**config.mk**
```make
export PLATFORM = sky130hd
export DESIGN_NAME = register_file
export DESIGN_NICKNAME = d
export VERILOG_FILES = /design/src/rtl/register_file.sv
export SDC_FILE = /design/constraint.sdc
export NUM_CORES = 2
export LEC_CHECK = 0
export CAP_MARGIN = 20
export CORE_UTILIZATION = 35
export CTS_BUF_LIST = sky130_fd_sc_hd__clkbuf_8 sky130_fd_sc_hd__clkbuf_16
export CTS_CLUSTER_DIAMETER = 80
export DETAILED_ROUTE_END_ITERATION = 6
export PLACE_DENSITY = 0.61
export SLEW_MARGIN = 40
export SYNTH_ARGS = -nofsm -noshare
export SYNTH_HDL_FRONTEND = slang
export SYNTH_SLANG_ARGS = --single-unit
```
**constraint.sdc**
```tcl
create_clock -name clk -period 3.4 [get_ports clk]
set_input_delay 0.34 -clock clk [delete_from_list [all_inputs] [get_ports clk]]
set_output_delay 0.34 -clock clk [all_outputs]
set_load 0.05 [all_outputs]
```
**src/rtl/register_file.sv**
```systemverilog
// LEGv8 integer register file: 31 x 64-bit storage plus XZR,
// one synchronous write port and two combinational read ports.
module register_file #(
  parameter int WIDTH     = 64,
  parameter int ADDR_BITS = 5
) (
  input  logic                 clk,
  input  logic                 reset,
  input  logic                 RegWrite,
  input  logic [ADDR_BITS-1:0] WriteRegister,
  input  logic [WIDTH-1:0]     WriteData,
  input  logic [ADDR_BITS-1:0] ReadRegister1,
  input  logic [ADDR_BITS-1:0] ReadRegister2,
  output logic [WIDTH-1:0]     ReadData1,
  output logic [WIDTH-1:0]     ReadData2
);

  localparam int NREG = 2 ** ADDR_BITS;

  logic [NREG-1:0]  en;
  logic [WIDTH-1:0] x [NREG-1];
  logic             en_xzr_unused;

  // Top enable belongs to XZR, which has no storage.
  assign en_xzr_unused = en[NREG-1];

  // One-hot write decode gated by RegWrite.
  always_comb begin
    en = '0;
    for (int r = 0; r < NREG; r++)
      en[r] = RegWrite && (WriteRegister == ADDR_BITS'(r));
  end

  // Enable-gated storage; reset clears every register immediately.
  always_ff @(posedge clk or negedge reset) begin
    if (!reset) begin
      for (int r = 0; r < NREG-1; r++)
        x[r] <= '0;
    end else begin
      for (int r = 0; r < NREG-1; r++)
        if (en[r])
          x[r] <= WriteData;
    end
  end

  // Read port 1 mux; index NREG-1 falls through to zero.
  always_comb begin
    ReadData1 = '0;
    for (int r = 0; r < NREG-1; r++)
      if (ReadRegister1 == ADDR_BITS'(r))
        ReadData1 = x[r];
  end

  // Read port 2 mux; index NREG-1 falls through to zero.
  always_comb begin
    ReadData2 = '0;
    for (int r = 0; r < NREG-1; r++)
      if (ReadRegister2 == ADDR_BITS'(r))
        ReadData2 = x[r];
  end

endmodule
```
# ---- Word level (Yosys, flattened, before mapping)
# Index checks and enable logic that the tools add are counted.
dict set report totals {
  ramBits 0
  memories 0
  word_cells 217
  latchBits 0
  romBits 0
  in_bits 82
  out_inout_bits 128
  reg_bits 1984
}
dict set report op_classes {
  shift 0
  n_lt_le_gt_ge 0
  n_bitwise 0
  mux 62
  n_eq_ne 90
  addsub 0
  div_mod_pow 0
  multipliers 0
  n_reduce_logical 34
}
# op n
set op_table {}
lappend op_table {{64-bit two-way mux} 62}
lappend op_table {{5-bit == test (second input constant)} 45}
lappend op_table {{5-bit by 4-bit == test with 1-bit output (second input constant)} 24}
lappend op_table {{5-bit by 3-bit == test with 1-bit output (second input constant)} 12}
lappend op_table {{1-bit logical AND} 31}
lappend op_table {{5-bit by 2-bit == test with 1-bit output (second input constant)} 6}
lappend op_table {{5-bit by 1-bit == test with 1-bit output (second input constant)} 3}
lappend op_table {{5-bit zero test} 3}

# ---- Logic depth before layout (Yosys ltp)
dict set report logic_depth {
  ltp_word 32
  depth_mapped 12
  ltp_nobuf 7
}

# ---- Worst setup path before layout
# OpenSTA, ideal clock, no wires.
dict set report synth_timing {
  path_type {in2out}
  start {in ReadRegister1[2]}
  end {out ReadData1[14]}
  arrival_ps 3472
  required_time_ps 3060
  path_stages 8
  slack_ps -412
  path_buffers 4
  path_cell_list {buf_2 buf_4 buf_6 and3b_1 nand2_1 clkbuf_1 o221ai_1 o311ai_0}
}
dict set report synth_via {
  elab_chain_cells 32
  word_cells_on_any_way 62
  classes_between {eq/ne: 30; mux: 31; reduce/logical: 1}
}
# item line_no
set synth_lines {}
lappend synth_lines {{start, declared} 12} ;# input logic [ADDR_BITS-1:0] ReadRegister1,
lappend synth_lines {{5-bit zero test} 50} ;# if (ReadRegister1 == ADDR_BITS'(r))
lappend synth_lines {{64-bit two-way mux (30 in a row)} 50}
lappend synth_lines {{64-bit two-way mux *} 50}
lappend synth_lines {{end, declared} 14} ;# output logic [WIDTH-1:0] ReadData1,
# Every way passes the cells marked *; elsewhere a longest branch is shown, timed or not.

# ---- Worst setup path in the final report
dict set report layout_timing {
  start {reg x[1796] (netlist name)}
  end {out ReadData2[4]}
}
dict set report layout_via {
  elab_chain_cells 29
}
# item line_no
set layout_lines {}
lappend layout_lines {{start, declared} 21} ;# logic [WIDTH-1:0] x [NREG-1];
lappend layout_lines {{start signal, assigned by index} 42} ;# x[r] <= WriteData;
lappend layout_lines {{64-bit two-way mux (29 in a row)} 58} ;# if (ReadRegister2 == ADDR_BITS'(r))
lappend layout_lines {{end, declared} 15} ;# output logic [WIDTH-1:0] ReadData2
# Every way passes these cells.

==> results.yml <==
power_and_ir_drop:
  power_density_mw_per_mm2: 532
  p_sw_mw: 24.1
  power_mw: 75.4
  sw_frac_of_total_pct: 32.0
  p_leak_nw: 61.6
  p_comb_share_pct: 22.1
  intPower_mw: 51.3
  p_clk_share_pct: 34.5
  share_seq_of_total_power_pct: 43.4
  ir_worst_vdd_mv: 0.400
timing:
  setup_violations: 34
  fin_crit_sh_pct: 116
  fin_crit_ns: 3.96
  slew_headroom_pct: 37.1
  hold_viol_final: 0
  drv_slew: 0
  rsz0062_at_grt: "yes"
  fin_worst_skew_ns: 0
  clock.fmax_mhz: 252
  setup_slack_ns: -0.560
  worst_pin_slew_ns: 0.943
worst_setup_path:
  required_ns: 3.06
  cp.buffers_inverters: 2
  regToRegSetupSlack_ns: 2.36
  critPathCaptureType: "primary output"
  r2r_start: "x[1814]"
  startpoint_type: "register"
  slowest_stage: "a222oi_1"
  crit_arrival_ns: 3.62
  critPathTopFamily: "compound AO/OA/AOI/OAI gates"
  cp_cell_sequence: "mux4_2 > a222oi_1 > a31oi_2 > nor3_1 > buf_4 > nor2_2 > or3_4 > buf_12"
  cp-startpoint: "x[1796]"
  cpPeakStageDelay_ns: 0.60
  crit_fanout: 3
  r2r-end: "x[1814]"
  worst-path-stages: 8
  crit_end: "ReadData2[4]"
  rr_worst_depth: 3
  worstSetupPathType: "register to primary output"
synthesis:
  synthSimpleGateAreaFrac_pct: 6.20
  synth_area_per_cell_um2: 10.9
  synth_fa_ha_area_share_pct: 0
  yosys.area.top_type_share_pct: 46.4
  yosys-top-cells-count: "mux2_2 (2004), dfrtp_1 (1984), clkbuf_1 (792)"
  synth_compound_area_share_pct: 19.5
  ys_seq_area_share_pct: 46.4
  synth_edf_count: 0
  yosysTopAreaCell: "dfrtp_1"
  synth_seq_cells: 1984
  ys.flop_type: "dfrtp_1"
  async_flop_share_pct: 100
  netlist_area_mm2: 0.107
  yosysMostFrequentCell: "mux2_2"
  synth_mux_area_share_pct: 23.7
  synth_top_family_by_area: "multiplexers"
  syn_nets: 9938
  yosysWarnings: 0
  synthCells: 9856
  synthXorXnorAreaFrac_pct: 0
  synthTopCellsByArea: "dfrtp_1 (46%), mux2_2 (21%), o22ai_1 (3.0%)"
  synth_cell_types: 90
clock_tree:
  numCtsBuffers: 227
  clkLatencyLatePin_ns: 0.92
  clockRootBuffer: "clkbuf_16"
  clockBufferDepth: 4
  cts_tree: "yes"
  clock-sinks: 1984
  htreeDepth: 4
  path_clk_slew_ns: 0.06
finish:
  multi_input_area_mm2: 0.0573
  nets: 11199
  final_cells: 15406
  seqCellArea_mm2: 0.0497
  reg_top3: "x: 1984 flops"
  drive_gt1_share_pct: 45.0
  syn_to_final_growth_pct: 32.5
  finalInstanceArea_mm2: 0.142
  max_flop_register: "x"
  fill_cells: 27493
  largest_reg_flops: 1984
placement:
  numPortBuffers: 209
  dpl_cell_area_mm2: 0.128
  gp_congestion: 1.02
  dp_hpwl_um: 409000
  place_ws_ns: -0.948
  dp_cells: 14866
status:
  status: "finished with violations"
  violations: "design-rule violations, negative setup slack"
floorplan:
  fp.dieH_um: 555
  core_area_mm2: 0.304
  ios: 210
  placementRows: 202
  die_w_um: 555
  initial_core_util_pct: 35.3
  die_area_mm2: 0.308
route:
  drc: 2
  drt_iter0_markers: 16473
  wl_um: 566000
  ant_nets: 0
  avgViaCountPerCell: 6.57
  vias: 101292
  firstDrtPassIters: 7
  post_drt_wl_per_cell_um: 36.7
global_routing:
  grt_pass1_wl_um: 779000
  grtUsageTotal_pct: 35.3
  grt_max_degree: 143
  antenna_found_initial: 28
  grt_pass1_vias: 97253
  gr-total-overflow: 0
run:
  maxCapViolCount: 0
min_path:
  hold_path.class: "input pin to register"
per-layer routing:
| layer | track usage, % | vias to the layer above | wire length [um] |
|---|---|---|---|
| met5 | 0 | - | 207 |
| met4 | 15.1 | 12 | 30400 |
| met3 | 11.8 | 1609 | 74600 |
| met2 | 50.9 | 7773 | 235000 |
| met1 | 47.9 | 51755 | 225000 |
| li1 | - | 40143 | - |
worst reg2reg max path, cell delays in order (launching register included):
cell and delay (ns):
dfrtp_1 0.39, buf_4 0.15, buf_4 0.13, mux2_2 0.26
layout by cell type, fill, tap and decap left out, drive strengths merged, types with 18 or more instances in the layout:
master	Yosys	routed
nor4	51	51
nor2	404	404
o22ai	511	511
nand2b	65	65
a31oi	46	46
a311oi	34	34
bufinv	0	25
nor3	177	177
nor2b	71	71
a22o	70	70
clkbuf	792	281
or3	55	55
a211oi	90	90
o211ai	33	33
nand3	47	47
a22oi	336	336
clkinv	2	58
nand4	42	42
o221ai	205	205
mux2i	231	231
a211o	19	19
inv	17	64
o22a	95	95
a21o	92	92
clkdlybuf4s50	0	52
buf	267	2024
diode	0	25
mux2	2025	2025
o31a	31	31
a221o	27	27
a2111oi	18	18
a21oi	618	618
nand2	408	408
o21ai	596	596
a222oi	24	24
a32oi	19	19
dfrtp	1984	1984
a221oi	147	147
o211a	38	38
what timing repair did:
| item | CTS | global route |
|---|---|---|
| hold buffers | 3 | 0 |
| gates resized for setup | 616 | 339 |
| setup buffers | 74 | 51 |
| endpoints found under the hold margin | 705 | 0 |
| setup endpoints to repair | 128 | 125 |
| pin swaps | 191 | 201 |
| cloned | 6 | 8 |
worst min-delay path by stage:
stage	from	endpoint	cells after the start
detailed placement	reset	x[1605]	1
global route	WriteData[49]	x[113]	2
CTS	WriteData[33]	x[225]	2
global placement	reset	x[1410]	1
finish	WriteData[49]	x[241]	2
floorplan	reset	x[0]	0
cells by family after synthesis:
group                  count (synthesis)
AOI/OAI and AO/OA                   3128
buffers and inverters               1078
DFF                                 1984
muxes                               2269
and+or+nand+nor                     1397
power by group through the flow:
stage / Sequential (mW) / Combinational, mW / Clock [mW]
after floorplan: 31.1 / 8.62 / 0
after global placement: 32.5 / 14.7 / 0
after detailed placement: 32.8 / 15.0 / 0
after CTS: 32.4 / 15.8 / 26.2
after global routing: 33.1 / 17.3 / 27.1
final: 32.8 / 16.7 / 26.0
metrics by stage:
stage                     util, %  setup TNS (ns)  hold WS, ns
after CTS                    46.0           -2.24       0.0142
after detailed placement     42.3          -40.91        0.223
final                        46.7           -3.46       0.0333
after global routing         46.7           -3.50       0.0449
after global placement       42.3          -42.34        0.225
after floorplan                 -               0       0.0444
area by class of cell:
type,instances,area share [%]
timing repair buffer,2091,15.5
sequential,1984,35.0
clock inverter,140,0.965
clock buffer,273,4.48
tap,4080,3.60
multi-input combinational,6794,40.4
antenna,25,0.0441
inverter,19,0.0547
No activity file was read; power rests on OpenSTA's default activity.
